===== src/rtl/interval_timer_if.sv =====
// Control and status bundle for interval_timer: per-channel strobes, load values and status.
interface interval_timer_if #(
  parameter int unsigned CNT_W    = 8,
  parameter int unsigned CHANNELS = 2
);
  logic [CHANNELS-1:0]       start;
  logic [CHANNELS-1:0]       stop;
  logic [CHANNELS-1:0]       periodic;
  logic [CHANNELS*CNT_W-1:0] load;
  logic                      base_tick;
  logic [CHANNELS-1:0]       expire;
  logic [CHANNELS-1:0]       busy;
  logic [CHANNELS*CNT_W-1:0] remaining;

  modport master (
    output start, stop, periodic, load,
    input  base_tick, expire, busy, remaining
  );

  modport slave (
    input  start, stop, periodic, load,
    output base_tick, expire, busy, remaining
  );
endinterface


===== src/rtl/interval_timer.sv =====
// Multi-channel interval timer: shared prescaler base tick feeding one-shot/periodic down-counters.
// Optional TIMER_PAUSE_EN adds a pause input that freezes the prescaler and all channel counts.
module interval_timer #(
  parameter int unsigned CLK_DIV  = 50_000_000,
  parameter int unsigned CNT_W    = 8,
  parameter int unsigned CHANNELS = 2
) (
  input  logic clock,
  input  logic clear,
`ifdef TIMER_PAUSE_EN
  input  logic pause,
`endif
  interval_timer_if.slave bus
);

  localparam int unsigned PS_W = (CLK_DIV > 1) ? $clog2(CLK_DIV) : 1;
  localparam logic [PS_W-1:0] PS_MAX = PS_W'(CLK_DIV - 1);

  typedef enum logic {IDLE = 1'b0, RUN = 1'b1} state_t;

  logic [PS_W-1:0] prescale;
  logic            hold;
  logic            tick;

  state_t             state_q [CHANNELS];
  state_t             state_d [CHANNELS];
  logic [CNT_W-1:0]   ld_q    [CHANNELS];
  logic [CNT_W-1:0]   ld_d    [CHANNELS];
  logic [CNT_W-1:0]   rem_q   [CHANNELS];
  logic [CNT_W-1:0]   rem_d   [CHANNELS];
  logic [CHANNELS-1:0] pm_q, pm_d;
  logic [CHANNELS-1:0] exp_q, exp_d;

`ifdef TIMER_PAUSE_EN
  assign hold = pause;
`else
  assign hold = 1'b0;
`endif

  // Base tick is decoded straight from the free-running prescaler register.
  assign tick = (prescale == '0) && !hold;

  always_ff @(posedge clock) begin
    if (!clear) begin
      prescale <= PS_MAX;
    end else if (!hold) begin
      prescale <= (prescale == '0) ? PS_MAX : prescale - PS_W'(1);
    end
  end

  // Channel state registers.
  always_ff @(posedge clock) begin
    if (!clear) begin
      for (int i = 0; i < CHANNELS; i++) begin
        state_q[i] <= IDLE;
        ld_q[i]    <= '0;
        rem_q[i]   <= '0;
      end
      pm_q  <= '0;
      exp_q <= '0;
    end else begin
      for (int i = 0; i < CHANNELS; i++) begin
        state_q[i] <= state_d[i];
        ld_q[i]    <= ld_d[i];
        rem_q[i]   <= rem_d[i];
      end
      pm_q  <= pm_d;
      exp_q <= exp_d;
    end
  end

  // Next-state logic; stop beats start, start beats the base tick.
  always_comb begin
    pm_d  = pm_q;
    exp_d = '0;
    for (int i = 0; i < CHANNELS; i++) begin
      state_d[i] = state_q[i];
      ld_d[i]    = ld_q[i];
      rem_d[i]   = rem_q[i];

      if (bus.stop[i]) begin
        state_d[i] = IDLE;
        rem_d[i]   = '0;
      end else if (bus.start[i]) begin
        if (bus.load[i*CNT_W +: CNT_W] != '0) begin
          state_d[i] = RUN;
          ld_d[i]    = bus.load[i*CNT_W +: CNT_W];
          pm_d[i]    = bus.periodic[i];
          rem_d[i]   = bus.load[i*CNT_W +: CNT_W];
        end else begin
          state_d[i] = IDLE;
          rem_d[i]   = '0;
        end
      end else if (state_q[i] == RUN && tick) begin
        if (rem_q[i] <= CNT_W'(1)) begin
          exp_d[i] = 1'b1;
          if (pm_q[i]) begin
            rem_d[i] = ld_q[i];
          end else begin
            rem_d[i]   = '0;
            state_d[i] = IDLE;
          end
        end else begin
          rem_d[i] = rem_q[i] - CNT_W'(1);
        end
      end
    end
  end

  assign bus.base_tick = tick;
  assign bus.expire    = exp_q;

  for (genvar g = 0; g < CHANNELS; g++) begin : g_out
    assign bus.busy[g]                       = (state_q[g] == RUN);
    assign bus.remaining[g*CNT_W +: CNT_W]   = rem_q[g];
  end

endmodule


===== src/flat_wrapper.sv =====
// flat-port wrapper written by rule: the top's interface ports become plain ports
module interval_timer_flat 
#(
  parameter int unsigned CLK_DIV  = 50_000_000,
  parameter int unsigned CNT_W    = 8,
  parameter int unsigned CHANNELS = 2
)
  (clock, clear, bus_start, bus_stop, bus_periodic, bus_load, bus_base_tick, bus_expire, bus_busy, bus_remaining);
  interval_timer_if #(.CNT_W(CNT_W), .CHANNELS(CHANNELS)) bus_i ();
  input  logic clock;
  input  logic clear;
  input wire logic [$bits(bus_i.start)-1:0] bus_start;
  input wire logic [$bits(bus_i.stop)-1:0] bus_stop;
  input wire logic [$bits(bus_i.periodic)-1:0] bus_periodic;
  input wire logic [$bits(bus_i.load)-1:0] bus_load;
  output wire logic [$bits(bus_i.base_tick)-1:0] bus_base_tick;
  output wire logic [$bits(bus_i.expire)-1:0] bus_expire;
  output wire logic [$bits(bus_i.busy)-1:0] bus_busy;
  output wire logic [$bits(bus_i.remaining)-1:0] bus_remaining;
  assign bus_i.start = bus_start;
  assign bus_i.stop = bus_stop;
  assign bus_i.periodic = bus_periodic;
  assign bus_i.load = bus_load;
  assign bus_base_tick = bus_i.base_tick;
  assign bus_expire = bus_i.expire;
  assign bus_busy = bus_i.busy;
  assign bus_remaining = bus_i.remaining;
  interval_timer #(.CLK_DIV(CLK_DIV), .CNT_W(CNT_W), .CHANNELS(CHANNELS)) u_core (.clock(clock), .clear(clear), .bus(bus_i));
endmodule

===== config.mk =====
export PLATFORM = sky130hd
export DESIGN_NAME = interval_timer_flat
export DESIGN_NICKNAME = d
export VERILOG_FILES = /design/src/rtl/interval_timer_if.sv /design/src/rtl/interval_timer.sv /design/src/flat_wrapper.sv
export SDC_FILE = /design/constraint.sdc
export NUM_CORES = 1
export LEC_CHECK = 0
export CELL_PAD_IN_SITES_DETAIL_PLACEMENT = 1
export CELL_PAD_IN_SITES_GLOBAL_PLACEMENT = 2
export CORE_MARGIN = 4
export CORE_UTILIZATION = 33
export DETAILED_ROUTE_END_ITERATION = 6
export PLACE_DENSITY = 0.76
export SKIP_LAST_GASP = 1
export SLEW_MARGIN = 10
export SYNTH_ARGS = -nofsm -noshare
export SYNTH_HDL_FRONTEND = slang
export SYNTH_SLANG_ARGS = --single-unit

===== constraint.sdc =====
create_clock -name clock -period 2.5 [get_ports clock]
set_input_delay 0.5 -clock clock [delete_from_list [all_inputs] [get_ports clock]]
set_output_delay 0.5 -clock clock [all_outputs]
set_load 0.05 [all_outputs]

==> results.md <==
Outcome:
- The run finished with clean final reports.

Synth:
- The cell taking the most area after synthesis is sky130_fd_sc_hd__dfxtp_1.
- The summed instance area of the synthesized netlist is 0.003256 mm^2.
- After synthesis, the share of flip-flops with an asynchronous set or reset is 0.
- The most common cell in the synthesized netlist is sky130_fd_sc_hd__dfxtp_1.
- The number of register bits inferred by synthesis is 64.
- Yosys mapped a number of flops with a built-in enable equal to 0.
- The share of the Yosys chip area taken by registers is 0.3935.
- The warning count from the yosys run is 0.
- The post-synth net total is 402.
- Yosys mapped the design onto 44 distinct sky130hd cell types.
- The share of the synthesized area in the top cell type is 0.3935.
- The commonest cells after synthesis are sky130_fd_sc_hd__dfxtp_1, sky130_fd_sc_hd__nand2_1, sky130_fd_sc_hd__nor2_1.
- The average instance in the mapped netlist occupies 8.752 um^2.
- For this run, the leading register cell type out of synthesis is sky130_fd_sc_hd__dfxtp_1.
- By area the synthesized netlist is led by sky130_fd_sc_hd__dfxtp_1, sky130_fd_sc_hd__mux2i_1, sky130_fd_sc_hd__xnor2_1, sky130_fd_sc_hd__nand2_1, sky130_fd_sc_hd__nor2_1.
- The synthesized netlist cell count is 372.

Timing:
- Final hold analysis gives a worst-case slack of 0.3983 ns.
- Adding up every negative setup slack in the final design gives 0 ns.
- The worst clock skew on the final layout is 0.01066 ns.
- The transition time at the pin with the least slew margin is 1.067 ns.
- In the finished design, the share of the clock period the worst path needs comes to 0.9671.
- The maximum operating frequency is 0.4136 GHz.
- Setup violations remaining at the end of the flow were counted as 0.
- The max-slew violation count is 0.
- The final critical path time including I/O delays and setup is 2.418 ns.
- Measured against its own limit, the worst slew margin works out to 0.2858.
- The number of failing hold endpoints at the final stage came to 0.
- Setup repair after global routing could not meet its margin everywhere.

CTS:
- The clock insertion delay at the later pin of the skew report is 0.34 ns.
- The clock buffer count from CTS is 9.
- Hold repair after CTS inserted 0 buffers.
- Counting every sink on the clock net gives 64.
- In this run the deepest clock path goes through 2 buffers.
- Clock-pin slew was measured on the worst setup and hold paths at 0.07 ns.
- The number of setup buffers added after CTS is 0.
- The tree is rooted in a sky130_fd_sc_hd__clkbuf_8.
- The H-tree depth reported by CTS is 3.
- TritonCTS built the clock tree.

Floorplanning:
- 45 I/O pins were placed.
- After floorplanning, the core was divided into 35 placement rows.
- The chip width is 107.3 um.
- The die area is 0.01152 mm^2.
- The y dimension of the die is 107.3 um.
- The initial core utilization is 0.3458.
- The core region area is 0.009415 mm^2.

Pwr:
- The static leakage is 1.430 nW.
- The power dissipated by switching net loads is 0.5858 mW.
- Power spread over the standard cell area amounts to 526.1 mW/mm^2.
- Of the total power, combinational logic draws 0.144.
- The largest voltage drop on the vdd net is 0.0002223 V.
- The share of total power dissipated in the clock network is 0.360.
- The share of total power dissipated in sequential elements is 0.497.
- The fraction of power spent switching nets is 0.2695.
- The internal power summed over all cells is 1.588 mW.

Worst setup path:
- The worst setup path is launched from a flip-flop.
- For the worst setup path, the data required time is 2.00 ns.
- The arrival time of the worst setup path is 1.92 ns.
- In this run the worst path has a maximum fanout of 7.
- The setup path with the least slack is of type reg2out.
- The critical path endpoint category is a primary output.
- On the worst path, the slowest cell contributes a delay of 0.61 ns.
- The signal on the critical path passes through or4_4 -> nor4_4 -> nand3_2 -> inv_2 -> buf_12.
- The slowest cell on the critical path is sky130_fd_sc_hd__or4_4.

Global routing:
- The initial antenna violation count is 0.
- The via count of the first global-routing pass was 2938.
- The remaining global-route overflow is 0.
- The pin count of the biggest net entering global routing is 22.
- The first global-routing pass estimated 15390 um of wire.
- In the global route stage, overall resource usage came out at 0.1673.

Drt:
- The total via count after detailed routing is 2948.
- The number of detailed-route iterations in the first pass is 4.
- The final antenna-violating net count is 0.
- In the routed design, unresolved DRC markers number 0.
- The DRC marker count from the first detailed-route iteration is 61.
- The total detailed-routing wirelength is 9249 um.
- The average wire length per cell after detail routing is 16.46 um.
- In the routed layout, each cell is associated on average with a via count of 5.246.

Layout:
- The net total in the final layout is 461.
- Of the cells placed in the final design, the portion with a size suffix greater than 1 is 0.1155.
- From synthesis to final layout, the design area changed by 26.90%.
- Once layout is complete, the cells apart from fillers number 562.
- The number of inserted diodes is 0.

Hold path:
- In this run the worst hold path is classified as reg2reg.

Flow run:
- The number of maximum-capacitance violations is 0.

Placement:
- The global placer's final weighted congestion is 0.8558.
- The number of cells after detailed placement is 549.
- Detailed placement ended at an HPWL of 6947 um.
- The number of input and output port buffers inserted is 44.
==> area by class of cell <==
class | count | area, um^2
clock buffers | 12 | 155.1
clock inverters | 1 | 5.005
fillers | 1114 | 5284
inverters | 11 | 41.29
multi-input cells | 280 | 1879
flip-flops and latches | 64 | 1281
well taps | 129 | 161.4
repair buffers | 65 | 608.1
==> sequential cells by signal, summed over array words and instances (netlist names) <==
| signal | flops |
|---|---|
| u_core.rem_q | 16 |
| u_core.ld_q | 16 |
| u_core.bus.expire | 2 |
| u_core.state_q | 2 |
| u_core.prescale | 26 |
| u_core.pm_q | 2 |
==> cells in the final DEF (no fill, tap or decap), types with 13 or more instances in the layout <==
cell	synthesis	final
sky130_fd_sc_hd__dfxtp_1	64	64
sky130_fd_sc_hd__clkdlybuf4s50_1	0	43
sky130_fd_sc_hd__nand2_1	37	37
sky130_fd_sc_hd__nor2_1	34	33
sky130_fd_sc_hd__mux2i_1	29	29
sky130_fd_sc_hd__xnor2_1	23	23
sky130_fd_sc_hd__buf_4	0	21
sky130_fd_sc_hd__nor2b_1	20	20
sky130_fd_sc_hd__nor3_1	16	15
sky130_fd_sc_hd__o21ai_0	13	13
==> critical path, delay by kind of cell, from the launching register on <==
family,cells,cell delay (ns)
buf+inv,2,0.27
flops,1,0.33
simple gates,3,0.97
==> cells by family (layout without fill, tap and decap cells) <==
| kind of cell | count (synthesis) | in the layout | share of synthesized area |
|---|---|---|---|
| and+or+nand+nor | 167 | 167 | 0.2786 |
| DFF | 64 | 64 | 0.3935 |
| AOI/OAI and AO/OA | 51 | 51 | 0.1065 |
| muxes | 29 | 29 | 0.08916 |
| buffers and inverters | 28 | 89 | 0.03651 |
| xor gates and xnor gates | 27 | 27 | 0.07263 |
| adders and majority gates | 6 | 6 | 0.02306 |
==> layer usage <==
layer,wire [um],GRT usage
met1,4679,0.2409
met4,79,0.03836
met2,4095,0.2529
met5,0,0
met3,394,0.03899
==> per-stage QoR <==
step                power [mW]  instance area (um^2)    util  setup slack, ns
global route             2.271                  4131  0.4388         -0.02505
detailed placement       1.414                  3948  0.4193         -0.08611
CTS                      2.196                  4124  0.4380          0.02152
floorplan                1.283                  3256       -          0.06661
finish                   2.174                  4131  0.4388          0.08233
global placement         1.409                  3948  0.4193         -0.04234
==> final timing paths <==
kind	cells past startpoint	endpoint	start	slack, ns
worst min register to register	1	u_core.prescale[0]	u_core.prescale[0]	0.40
worst max register to register	6	u_core.rem_q[0][13]	u_core.prescale[16]	0.24
worst min-delay path	1	u_core.prescale[0]	u_core.prescale[0]	0.40
worst max-delay path	5	bus_base_tick	u_core.prescale[7]	0.08
==> power by group through the flow <==
stage | clock network [mW] | registers (mW) | logic [mW]
finish | 0.781 | 1.08 | 0.312
global route | 0.845 | 1.08 | 0.341
CTS | 0.802 | 1.08 | 0.314
detailed placement | 0 | 1.10 | 0.312
global placement | 0 | 1.10 | 0.307
floorplan | 0 | 1.13 | 0.157
==> repair_timing <==
action,CTS,global route
gates cloned,0,0
endpoints found under the setup margin,1,1
resized for setup,5,2
pin swaps,1,0
Power figures use the tool's default switching activity.
